`src/rtl/multdiv_pkg.sv`:
```
// multdiv_pkg: shared definitions for the sequential signed multiply/divide unit.
//   - WIDTH_DEF / CNT_W_DEF : default operand width and iteration counter width
//   - ST_*                  : FSM state encoding shared by every file of the unit
//   - OP_*                  : operation select latched at accept time
package multdiv_pkg;

  localparam int WIDTH_DEF = 32;
  localparam int CNT_W_DEF = 6;   // 2**CNT_W_DEF must exceed WIDTH_DEF

  localparam logic [1:0] ST_IDLE = 2'd0;
  localparam logic [1:0] ST_MULT = 2'd1;
  localparam logic [1:0] ST_DIV  = 2'd2;
  localparam logic [1:0] ST_DONE = 2'd3;

  localparam logic OP_MULT = 1'b0;
  localparam logic OP_DIV  = 1'b1;

endpackage

```
`src/rtl/multdiv_if.sv`:
```
// multdiv_if: processor <-> multdiv request/result bundle.
//   master : processor side (drives ctrl_MULT/ctrl_DIV and operands, sees results)
//   slave  : multdiv_seq side
//   ctrl_MULT / ctrl_DIV : single-cycle start requests
//   data_operandA/B      : operands, sampled on the accept edge only
//   data_result          : product low word or quotient, held until next completion
//   data_exception       : overflow / divide-by-zero, valid with data_resultRDY
//   data_resultRDY       : one-cycle result-valid pulse
//   stall                : busy, processor holds its multdiv stage
interface multdiv_if
  import multdiv_pkg::*;
#(
  parameter int WIDTH = WIDTH_DEF
);

  logic             ctrl_MULT;
  logic             ctrl_DIV;
  logic [WIDTH-1:0] data_operandA;
  logic [WIDTH-1:0] data_operandB;
  logic [WIDTH-1:0] data_result;
  logic             data_exception;
  logic             data_resultRDY;
  logic             stall;

  modport master (
    output ctrl_MULT, ctrl_DIV, data_operandA, data_operandB,
    input  data_result, data_exception, data_resultRDY, stall
  );

  modport slave (
    input  ctrl_MULT, ctrl_DIV, data_operandA, data_operandB,
    output data_result, data_exception, data_resultRDY, stall
  );

endinterface

```
`src/rtl/multdiv_step.sv`:
```
// multdiv_step: one combinational radix-2 iteration on unsigned magnitudes.
//   op_i   : OP_MULT -> shift-add, OP_DIV -> restoring shift-subtract
//   hi_i   : product high word (MULT) or partial remainder (DIV)
//   lo_i   : multiplier/product low word (MULT) or dividend/quotient (DIV)
//   opnd_i : multiplicand (MULT) or divisor (DIV) magnitude
//   hi_o/lo_o : register values after this iteration
module multdiv_step
  import multdiv_pkg::*;
#(
  parameter int WIDTH = WIDTH_DEF
) (
  input  logic             op_i,
  input  logic [WIDTH-1:0] hi_i,
  input  logic [WIDTH-1:0] lo_i,
  input  logic [WIDTH-1:0] opnd_i,
  output logic [WIDTH-1:0] hi_o,
  output logic [WIDTH-1:0] lo_o
);

  logic [WIDTH:0]   sum;
  logic [WIDTH:0]   shifted;
  logic [WIDTH-1:0] diff;
  logic             ge;

  // NOTE: every output and temporary gets a default first so no path leaves
  // a variable unassigned, which would otherwise infer a latch.
  always_comb begin
    sum     = '0;
    shifted = '0;
    diff    = '0;
    ge      = 1'b0;
    hi_o    = hi_i;
    lo_o    = lo_i;
    if (op_i == OP_MULT) begin
      // Add the multiplicand when the current multiplier bit is set, then
      // shift {carry, hi, lo} right; the product accumulates in {hi, lo}.
      sum  = {1'b0, hi_i} + (lo_i[0] ? {1'b0, opnd_i} : '0);
      hi_o = sum[WIDTH:1];
      lo_o = {sum[0], lo_i[WIDTH-1:1]};
    end else begin
      // Shift the next dividend bit into the remainder; subtract only when it
      // does not go negative. The difference is below the divisor, so WIDTH
      // bits of the subtraction are exact.
      shifted = {hi_i, lo_i[WIDTH-1]};
      ge      = shifted >= {1'b0, opnd_i};
      diff    = shifted[WIDTH-1:0] - opnd_i;
      hi_o    = ge ? diff : shifted[WIDTH-1:0];
      lo_o    = {lo_i[WIDTH-2:0], ge};
    end
  end

endmodule

```
`src/rtl/multdiv_seq.sv`:
```
// multdiv_seq: sequential signed multiply / divide, one bit per cycle.
//   clock : rising-edge system clock
//   reset : asynchronous active-high reset
//   bus   : multdiv_if slave port (requests, operands, result, exception,
//           resultRDY pulse, stall)
// Operands are converted to unsigned magnitudes on accept, WIDTH iterations of
// multdiv_step run, and the sign (XOR of operand signs) is applied on entry to
// DONE. A divide by zero bypasses iteration and completes on the next edge.
module multdiv_seq
  import multdiv_pkg::*;
#(
  parameter int WIDTH = WIDTH_DEF,
  parameter int CNT_W = CNT_W_DEF
) (
  input  logic      clock,
  input  logic      reset,
  multdiv_if.slave  bus
);

  logic [1:0]       state_q, state_d;
  logic [CNT_W-1:0] cnt_q, cnt_d;
  logic             op_q, op_d;
  logic             sign_q, sign_d;
  logic [WIDTH-1:0] hi_q, hi_d;
  logic [WIDTH-1:0] lo_q, lo_d;
  logic [WIDTH-1:0] opnd_q, opnd_d;
  logic [WIDTH-1:0] result_q, result_d;
  logic             exc_q, exc_d;

  logic [WIDTH-1:0] mag_a, mag_b;
  logic [WIDTH-1:0] step_hi, step_lo;
  logic             mult_fits;

  // An unsigned WIDTH-bit magnitude holds 2**(WIDTH-1), so the most negative
  // operand needs no special case here.
  assign mag_a = bus.data_operandA[WIDTH-1] ? -bus.data_operandA : bus.data_operandA;
  assign mag_b = bus.data_operandB[WIDTH-1] ? -bus.data_operandB : bus.data_operandB;

  multdiv_step #(.WIDTH(WIDTH)) u_step (
    .op_i   (op_q),
    .hi_i   (hi_q),
    .lo_i   (lo_q),
    .opnd_i (opnd_q),
    .hi_o   (step_hi),
    .lo_o   (step_lo)
  );

  // The signed product fits when the high word is zero and the low word is
  // at most 2**(WIDTH-1)-1, or exactly 2**(WIDTH-1) for a negative result.
  assign mult_fits = (step_hi == '0) &&
                     (!step_lo[WIDTH-1] || (sign_q && step_lo[WIDTH-2:0] == '0));

  always_comb begin
    state_d  = state_q;
    cnt_d    = cnt_q;
    op_d     = op_q;
    sign_d   = sign_q;
    hi_d     = hi_q;
    lo_d     = lo_q;
    opnd_d   = opnd_q;
    result_d = result_q;
    exc_d    = exc_q;
    case (state_q)
      ST_IDLE: begin
        if (bus.ctrl_MULT || bus.ctrl_DIV) begin
          // MULT has priority when both requests arrive together.
          sign_d = bus.data_operandA[WIDTH-1] ^ bus.data_operandB[WIDTH-1];
          cnt_d  = '0;
          hi_d   = '0;
          if (bus.ctrl_MULT) begin
            op_d    = OP_MULT;
            lo_d    = mag_b;
            opnd_d  = mag_a;
            state_d = ST_MULT;
          end else begin
            op_d   = OP_DIV;
            lo_d   = mag_a;
            opnd_d = mag_b;
            if (bus.data_operandB == '0) begin
              result_d = '0;
              exc_d    = 1'b1;
              state_d  = ST_DONE;
            end else begin
              state_d = ST_DIV;
            end
          end
        end
      end
      ST_MULT, ST_DIV: begin
        hi_d  = step_hi;
        lo_d  = step_lo;
        cnt_d = cnt_q + 1'b1;
        if (cnt_q == CNT_W'(WIDTH - 1)) begin
          cnt_d    = '0;
          state_d  = ST_DONE;
          result_d = sign_q ? -step_lo : step_lo;
          // Only |MIN| / 1 with a positive sign overflows a quotient.
          exc_d    = (state_q == ST_MULT) ? !mult_fits : (!sign_q && step_lo[WIDTH-1]);
        end
      end
      ST_DONE: state_d = ST_IDLE;
      default: state_d = ST_IDLE;
    endcase
  end

  // NOTE: state uses non-blocking assignments so every flop samples the
  // pre-edge values of the others; all working registers clear on reset so
  // an abandoned operation leaves nothing behind.
  always_ff @(posedge clock or posedge reset) begin
    if (reset) begin
      state_q  <= ST_IDLE;
      cnt_q    <= '0;
      op_q     <= OP_MULT;
      sign_q   <= 1'b0;
      hi_q     <= '0;
      lo_q     <= '0;
      opnd_q   <= '0;
      result_q <= '0;
      exc_q    <= 1'b0;
    end else begin
      state_q  <= state_d;
      cnt_q    <= cnt_d;
      op_q     <= op_d;
      sign_q   <= sign_d;
      hi_q     <= hi_d;
      lo_q     <= lo_d;
      opnd_q   <= opnd_d;
      result_q <= result_d;
      exc_q    <= exc_d;
    end
  end

  assign bus.data_result    = result_q;
  assign bus.data_exception = exc_q;
  assign bus.data_resultRDY = (state_q == ST_DONE);
  assign bus.stall          = (state_q != ST_IDLE);

endmodule

```
`src/flat_wrapper.sv`:
```
// flat-port wrapper written by rule: the top's interface ports become plain ports
module multdiv_seq_flat import multdiv_pkg::*;
#(
  parameter int WIDTH = WIDTH_DEF,
  parameter int CNT_W = CNT_W_DEF
)
  (clock, reset, bus_ctrl_MULT, bus_ctrl_DIV, bus_data_operandA, bus_data_operandB, bus_data_result, bus_data_exception, bus_data_resultRDY, bus_stall);
  multdiv_if #(.WIDTH(WIDTH)) bus_i ();
  input  logic clock;
  input  logic reset;
  input wire logic [$bits(bus_i.ctrl_MULT)-1:0] bus_ctrl_MULT;
  input wire logic [$bits(bus_i.ctrl_DIV)-1:0] bus_ctrl_DIV;
  input wire logic [$bits(bus_i.data_operandA)-1:0] bus_data_operandA;
  input wire logic [$bits(bus_i.data_operandB)-1:0] bus_data_operandB;
  output wire logic [$bits(bus_i.data_result)-1:0] bus_data_result;
  output wire logic [$bits(bus_i.data_exception)-1:0] bus_data_exception;
  output wire logic [$bits(bus_i.data_resultRDY)-1:0] bus_data_resultRDY;
  output wire logic [$bits(bus_i.stall)-1:0] bus_stall;
  assign bus_i.ctrl_MULT = bus_ctrl_MULT;
  assign bus_i.ctrl_DIV = bus_ctrl_DIV;
  assign bus_i.data_operandA = bus_data_operandA;
  assign bus_i.data_operandB = bus_data_operandB;
  assign bus_data_result = bus_i.data_result;
  assign bus_data_exception = bus_i.data_exception;
  assign bus_data_resultRDY = bus_i.data_resultRDY;
  assign bus_stall = bus_i.stall;
  multdiv_seq #(.WIDTH(WIDTH), .CNT_W(CNT_W)) u_core (.clock(clock), .reset(reset), .bus(bus_i));
endmodule
```
`config.mk`:
```
export PLATFORM = sky130hd
export DESIGN_NAME = multdiv_seq_flat
export DESIGN_NICKNAME = d
export VERILOG_FILES = /design/src/rtl/multdiv_pkg.sv /design/src/rtl/multdiv_if.sv /design/src/rtl/multdiv_step.sv /design/src/rtl/multdiv_seq.sv /design/src/flat_wrapper.sv
export SDC_FILE = /design/constraint.sdc
export NUM_CORES = 1
export LEC_CHECK = 0
export BUFFER_PORTS_ARGS = -buffer_cell sky130_fd_sc_hd__buf_2
export CAP_MARGIN = 40
export CORE_UTILIZATION = 62
export CTS_CLUSTER_SIZE = 24
export DETAILED_ROUTE_END_ITERATION = 6
export GPL_TIMING_DRIVEN = 0
export PLACE_DENSITY = 0.83
export SLEW_MARGIN = 40
export SYNTH_ARGS = -nofsm -noshare
export SYNTH_HDL_FRONTEND = slang
export SYNTH_HIERARCHICAL = 1
export SYNTH_SLANG_ARGS = --single-unit
```
`constraint.sdc`:
```
create_clock -name clock -period 6.3 [get_ports clock]
set_input_delay 1.575 -clock clock [delete_from_list [all_inputs] [get_ports clock]]
set_output_delay 1.575 -clock clock [all_outputs]
set_load 0.03 [all_outputs]
```
## Yosys cells after proc, flatten, opt, wreduce, memory -nomap -nowiden

Cells that the tools add are included.

| word-level totals | value |
|---|---|
| flip-flop bits (word level) | 139 |
| output and inout bits | 35 |

| operators by class | value |
|---|---|
| add/sub/neg operators | 6 |
| order comparisons | 1 |
| equal/unequal tests | 8 |
| muxes and demuxes | 33 |
| bitwise logic cells | 1 |
| reduce and logical (&&, ||, !) cells | 19 |

Operators by type and width:

| operator | count |
|---|---|
| $mux 32 | 15 |
| $pmux 32 s2 | 3 |
| $neg 32->32 | 3 |
| $logic_not 32->1 | 2 |
| $add 32x32->33 | 1 |
| $ge 33x32->1 | 1 |
| $sub 32x32->32 | 1 |
| $logic_not 31->1 | 1 |
| $mux 6 | 2 |
| $pmux 6 s2 | 1 |
| $mux 1 | 7 |
| $add 6x1->6 const B | 1 |
| $eq 6x5->1 const B | 1 |
| $mux 2 | 3 |
| $ne 2x1->1 const B | 3 |
| $pmux 2 s3 | 1 |
| $reduce_and 2->1 | 3 |
| $reduce_and 5->1 | 1 |
| $eq 2x2->1 const B | 2 |
| $reduce_bool 2->1 | 2 |
| $logic_and 1x1->1 | 3 |
| $logic_not 1->1 | 3 |
| $eq 2x1->1 const B | 1 |
| $logic_not 2->1 | 1 |
| other kinds (5) | 6 |

## Logic depth before layout (Yosys ltp)

| logic depth | value |
|---|---|
| depth in word-level cells | 11 |
| depth in mapped cells | 20 |
| gate-level depth less buffers | 17 |

## Modules after synthesis

Netlist, hierarchy kept.

Modules (own cells, without submodules):

| module | instances | cells an instance | area each (µm²) | seq. area each (µm²) |
|---|---|---|---|---|
| multdiv_seq | 1 | 883 | 8279.2 | 3478.3 |
| multdiv_step | 1 | 713 | 4780.8 | 0.0 |

## Worst setup path before layout

No wires, ideal clock.

| path | value |
|---|---|
| path kind | register -> register |
| start | register u_core.hi_q[3] |
| end | register u_core.result_q[14] (netlist: u_core/bus.data_result[14]) |
| data arrival time | 3852 ps |
| required time | 6160 ps |
| slack | 2307 ps |
| cell stages (with the launch flop) | 19 |
| buffers on the path | 2 |
| path through | dfrtp_1 -> ha_1 -> a21oi_1 -> o22ai_1 -> a221oi_2 -> o211ai_1 -> nand2_1 -> a21o_1 -> buf_6 -> buf_2 -> a21oi_1 -> inv_1 -> ha_1 -> nand2b_1 -> or4_1 -> nand2b_1 -> o41ai_1 -> xor2_1 -> o31ai_2 |

| on the way | value |
|---|---|
| word-level cells in the longest chain between the ends | 6 |

Ends and longest elaborated chain:

| item | line | RTL |
|---|---|---|
| start: declaration | multdiv_seq.sv:24 | `logic [WIDTH-1:0] hi_q, hi_d;` |
| start signal: assignment | multdiv_seq.sv:125 | `hi_q <= hi_d;` |
| $ge 33x32->1 | multdiv_step.sv:45 | `ge = shifted >= {1'b0, opnd_i};` |
| $mux 32 | multdiv_step.sv:34 | `if (op_i == OP_MULT) begin` |
| net u_core.step_lo[0] | multdiv_seq.sv:31 | `logic [WIDTH-1:0] step_hi, step_lo;` |
| $neg 32->32 | multdiv_seq.sv:96 | `result_d = sign_q ? -step_lo : step_lo;` |
| $mux 32 | multdiv_seq.sv:96 |  |
| $mux 32 | multdiv_seq.sv:93 | `if (cnt_q == CNT_W'(WIDTH - 1)) begin` |
| $pmux 32 s2 | multdiv_seq.sv:63 | `case (state_q)` |
| end signal: assignment | multdiv_seq.sv:128 | `result_q <= result_d;` |
| end: declaration | multdiv_seq.sv:27 | `logic [WIDTH-1:0] result_q, result_d;` |

The timed path passes the listed nets, and every way through them passes these cells. The select of a mux whose other input is x is not followed.
A chain may end at the register's enable or synchronous reset.

## Worst setup path in the final report

| path | value |
|---|---|
| start | register u_core.lo_q[0] |
| end | register u_core.exc_q (netlist: u_core/bus.data_exception) |

RTL lines:

| item | line | RTL |
|---|---|---|
| start: declaration | multdiv_seq.sv:25 | `logic [WIDTH-1:0] lo_q, lo_d;` |
| start signal: assignment | multdiv_seq.sv:126 | `lo_q <= lo_d;` |
| $mux 32 | multdiv_step.sv:37 | `sum = {1'b0, hi_i} + (lo_i[0] ? {1'b0, opnd_i} : '0);` |
| $add 32x32->33 | multdiv_step.sv:37 |  |
| $mux 32 | multdiv_step.sv:34 |  |
| net u_core.step_hi[31] | multdiv_seq.sv:31 |  |
| $logic_not 32->1 | multdiv_seq.sv:50 | `assign mult_fits = (step_hi == '0) &&` |
| $logic_and 1x1->1 | multdiv_seq.sv:50 |  |
| $logic_not 1->1 | multdiv_seq.sv:98 | `exc_d = (state_q == ST_MULT) ? !mult_fits : (!sign_q && step_lo[WIDTH-1]);` |
| $mux 1 | multdiv_seq.sv:98 |  |
| $mux 1 | multdiv_seq.sv:93 |  |
| $pmux 1 s2 | multdiv_seq.sv:63 |  |
| end signal: assignment | multdiv_seq.sv:119 | `exc_q <= 1'b0;` |
| end signal: assignment | multdiv_seq.sv:129 | `exc_q <= exc_d;` |
| end: declaration | multdiv_seq.sv:28 | `logic exc_q, exc_d;` |

The timed path passes the listed nets, and every way through them passes these cells. The select of a mux whose other input is x is not followed.

==> impl_summary.txt <==
----------------------------------------------------
[Run status]
  Result of the run ... finished, final reports clean

[Hold path]
  Hold Path Class ... flip-flop to flip-flop
  Number of cells on the worst hold path ... 2
  Hold path endpoint ... u_core/bus.data_result[25]$_DFFE_PP0P_
  Launch instance of the worst min-delay path ... u_core/bus.data_result[25]$_DFFE_PP0P_

[Clocking]
  Sinks on the clock net ... 139
  Number of CTS-inserted buffers ... 17
  Post-CTS sizing ... 0
  H-Tree Depth ... 4
  Clk pin slew, worst setup/hold paths ... 60 ps
  Deepest clock path buffer count ... 2
  Clock tree from TritonCTS ... done
  Post-CTS Setup Repair Bufs ... 0
  Cell at the root of the clock tree ... sky130_fd_sc_hd__clkbuf_16
  Clock insertion delay at the later pin of the skew report ... 440 ps
  Post-CTS Hold Fix Bufs ... 0

[GRT]
  Sum of overflow across all layers after global routing ... 0
  Antenna violations before repair ... 3
  Pin count of the biggest net entering global routing ... 63
  Number of global-route vias before repair ... 13042
  GRT Total Usage ... 43.1%
  First-pass GRT wire length ... 72.2 mm

[Final layout]
  Area added between synthesis and finish ... 11.7%
  Share of layout cells above drive strength 1 ... 14.0%
  Number of nets in the layout ... 1856

[Synth]
  Synth Instances ... 1596
  Largest cells by area after synthesis ... sky130_fd_sc_hd__dfrtp_1 (27%), sky130_fd_sc_hd__ha_1 (6.9%), sky130_fd_sc_hd__xor2_1 (5.4%)
  Mapped Area ... 0.0131 mm²
  Sequential element share of the synthesized area ... 26.6%
  Top-count cell post-synth ... sky130_fd_sc_hd__nand2_1
  Number of synthesized register bits ... 139
  Largest area contributor in the synthesized netlist ... sky130_fd_sc_hd__dfrtp_1
  Distinct cell type count after synthesis ... 90
  Share of flip-flops with an asynchronous set or reset after synthesis ... 100%
  EDFF count, synth ... 0
  Average cell area after synthesis ... 8.18 µm²
  Primary flip-flop cell chosen by synthesis mapping ... sky130_fd_sc_hd__dfrtp_1
  Post-synth top cells ... sky130_fd_sc_hd__nand2_1 (157), sky130_fd_sc_hd__dfrtp_1 (139), sky130_fd_sc_hd__a21oi_1 (126), sky130_fd_sc_hd__nor2_1 (117), sky130_fd_sc_hd__o21ai_0 (95)
  Nets in the synthesized netlist ... 1738
  Count of warnings emitted by yosys ... 6
  Synth top area share ... 26.6%

[STA]
  Highest Clock Rate ... 0.170 GHz
  Count of final setup violators ... 0
  Total negative slack for setup checks ... 0 ps
  Fin. max-slew vios ... 0
  Post-layout worst setup margin ... 434 ps
  Final Hold Fails ... 0
  RSZ-0062 raised after global routing ... false
  Actual transition at the worst max-transition pin ... 896 ps
  Final period utilization ... 93.1%
  Slew headroom ... 40.3%
  Skew final ... 16.8 ps
  Final-layout worst hold slack ... 472 ps
  Crit path time final ... 5870 ps

[Critical path]
  CP Cell Sequence ... clkbuf_1 -> and2_1 -> ha_1 -> fa_1 -> a211oi_1 -> o21ai_1 -> a2111oi_2 -> nor2_1 -> o21ai_2 -> o21ai_1 -> o211a_1 -> o21ai_0 -> a22oi_1 -> nor4_1 -> nand4_1 -> o21ai_0 -> o2111ai_1 -> mux2_2
  Start-to-end type of the worst setup path ... flip-flop to flip-flop
  Endpoint of the most critical register-to-register path ... u_core/bus.data_exception$_DFFE_PP0P_
  Max incr delay on CP ... 620 ps
  Capturing element type of the critical path ... flip-flop
  Number of cells on the worst reg-to-reg path ... 18
  Master of the slowest instance on the critical path ... sky130_fd_sc_hd__o21ai_0
  Category of the worst setup path launch point ... flip-flop
  Origin of the critical flop-to-flop path ... u_core/lo_q[0]$_DFFE_PP0P_
  Worst setup slack for register-to-register paths ... 430 ps
  Largest driver fanout on the critical path ... 10
  WP data arrival ... 6180 ps
  Worst EP required ... 6610 ps

[Drt]
  Met3 routed WL ... 6.33 mm
  Top Metal Used ... met5
  DRC marker count from the first detailed-route iteration ... 1624
  Met2 Wirelength ... 20.0 mm
  Routed wirelength normalized by instance count ... 23.4 µm
  Total via count after detailed routing ... 13929
  Wire length reported by the detailed router ... 46.8 mm
  Post-detailed-route count of antenna-violating nets ... 0
  DRC viols ... 0
  Via-per-instance ratio ... 6.97
  Met1 wire length ... 18.5 mm
  First-pass iteration count of the detailed router ... 7

[Floorplan]
  Die H ... 147 µm
  Core Region ... 0.0204 mm²
  Std cell rows ... 52
  Initial core utilization ... 63.9%
  Horizontal die dimension ... 147 µm
  I/O pin cnt ... 103
  Total die area ... 0.0216 mm²

[Placement]
  Buffers added on ports ... 97
  Placer's final routability congestion estimate ... 1.03
  Post-placement setup slack ... 956 ps
  Detailed-placement wirelength estimate ... 36.6 mm

[Flow run]
  Maxcap violations ... 0

----------------------------------------------------
[stage by stage]
stage / cell area [µm²] / utilization, % / cells
3_5_place_dp: 13900 / 68.3 / 1965
6_report: 14600 / 71.4 / 1999
2_1_floorplan: 13100 / - / 1596
4_1_cts: 14600 / 71.3 / 1997
5_1_grt: 14600 / 71.4 / 1997
3_3_place_gp: 13900 / 68.0 / 1963
[state kept, by name, indices dropped and copies added, names as in the netlist]
signal and count:
u_core/bus.data_result 32, u_core/hi_q 32, u_core/sign_q 1, u_core/opnd_q 32, u_core/state_q 2, u_core/cnt_q 6, u_core/lo_q 32, u_core/op_q 1
u_core/bus.data_exception 1
[placed cells by master (no fill, tap or decap), types with 7 or more instances in the layout]
master / Yosys / routed
sky130_fd_sc_hd__and3_1: 8 / 8
sky130_fd_sc_hd__o21ai_1: 13 / 15
sky130_fd_sc_hd__dfrtp_1: 139 / 139
sky130_fd_sc_hd__mux2_2: 34 / 34
sky130_fd_sc_hd__nand4_1: 19 / 19
sky130_fd_sc_hd__ha_1: 72 / 72
sky130_fd_sc_hd__a211oi_1: 11 / 11
sky130_fd_sc_hd__o31ai_2: 17 / 17
sky130_fd_sc_hd__o221ai_1: 14 / 14
sky130_fd_sc_hd__and2_1: 35 / 35
sky130_fd_sc_hd__nand2b_1: 21 / 21
sky130_fd_sc_hd__mux2i_1: 20 / 20
sky130_fd_sc_hd__o21ai_0: 95 / 93
sky130_fd_sc_hd__buf_2: 12 / 109
sky130_fd_sc_hd__or3_1: 17 / 17
sky130_fd_sc_hd__nor3_1: 32 / 32
sky130_fd_sc_hd__nor4_1: 29 / 26
sky130_fd_sc_hd__inv_1: 67 / 66
sky130_fd_sc_hd__xnor2_1: 56 / 56
sky130_fd_sc_hd__nand2_1: 157 / 157
sky130_fd_sc_hd__a22o_1: 37 / 37
sky130_fd_sc_hd__clkbuf_16: 0 / 17
sky130_fd_sc_hd__o31a_1: 7 / 7
sky130_fd_sc_hd__a21oi_1: 126 / 125
sky130_fd_sc_hd__o21a_1: 17 / 17
sky130_fd_sc_hd__o31ai_1: 37 / 37
sky130_fd_sc_hd__o41ai_1: 18 / 18
sky130_fd_sc_hd__or4_1: 9 / 9
sky130_fd_sc_hd__nor2_1: 117 / 117
sky130_fd_sc_hd__nand3_1: 31 / 31
sky130_fd_sc_hd__a221oi_1: 9 / 9
sky130_fd_sc_hd__o211ai_1: 12 / 12
sky130_fd_sc_hd__or2_2: 10 / 10
sky130_fd_sc_hd__o21bai_1: 8 / 8
sky130_fd_sc_hd__clkbuf_1: 66 / 66
sky130_fd_sc_hd__a21o_1: 26 / 26
sky130_fd_sc_hd__xor2_1: 80 / 80
sky130_fd_sc_hd__a22oi_1: 12 / 12
[final cells by class]
type | count | area, µm²
timing repair buffer | 99 | 541
clock buffer | 17 | 425
inverter | 69 | 267
clock inverter | 15 | 188
buffer | 89 | 387
fill | 1685 | 5840
antenna | 2 | 5.00
tap | 270 | 338
multi-input combinational | 1299 | 8960
sequential | 139 | 3480
[critical path, delay by kind of cell (launching register included)]
| family | cells | cell delay [ps] |
|---|---|---|
| AND/OR/NAND/NOR | 4 | 890 |
| flip-flops | 1 | 520 |
| adder cells (fa/ha/maj) | 2 | 690 |
| multiplexers | 1 | 320 |
| AO/OA/AOI/OAI | 10 | 3000 |
| buffers and inverters | 1 | 340 |
[worst max path at each step]
stage / end / startpoint / slack, ps / cells past startpoint
after floorplan: u_core/bus.data_exception$_DFFE_PP0P_ / reset / 1000 / 1
after global placement: u_core/bus.data_result[2]$_DFFE_PP0P_ / reset / -700 / 2
after detailed placement: u_core/bus.data_exception$_DFFE_PP0P_ / u_core/lo_q[0]$_DFFE_PP0P_ / 960 / 18
after CTS: u_core/bus.data_exception$_DFFE_PP0P_ / u_core/lo_q[0]$_DFFE_PP0P_ / 900 / 18
after global routing: u_core/bus.data_exception$_DFFE_PP0P_ / u_core/lo_q[0]$_DFFE_PP0P_ / 310 / 18
final: u_core/bus.data_exception$_DFFE_PP0P_ / u_core/lo_q[0]$_DFFE_PP0P_ / 430 / 18
[cells by family (layout without fill, tap and decap cells)]
group / count (synthesis) / after routing / synth area share (%)
other: 0 / 2 / 0
xor gates and xnor gates: 136 / 136 / 9.12
muxes: 55 / 55 / 4.55
and+or+nand+nor: 512 / 512 / 19.3
DFF: 139 / 139 / 26.6
buffers and inverters: 158 / 289 / 4.94
AOI/OAI and AO/OA: 522 / 522 / 28.3
adders and majority gates: 74 / 74 / 7.20
[metal layers]
layer / vias to the layer above / track usage (%)
li1: 6141 / -
met1: 6588 / 57.8
met2: 995 / 64.7
met3: 203 / 12.4
met4: 2 / 17.8
met5: - / 0
Power is not shown: default switching activity piles up to over one toggle a cycle in this logic, so the estimate is an artifact.
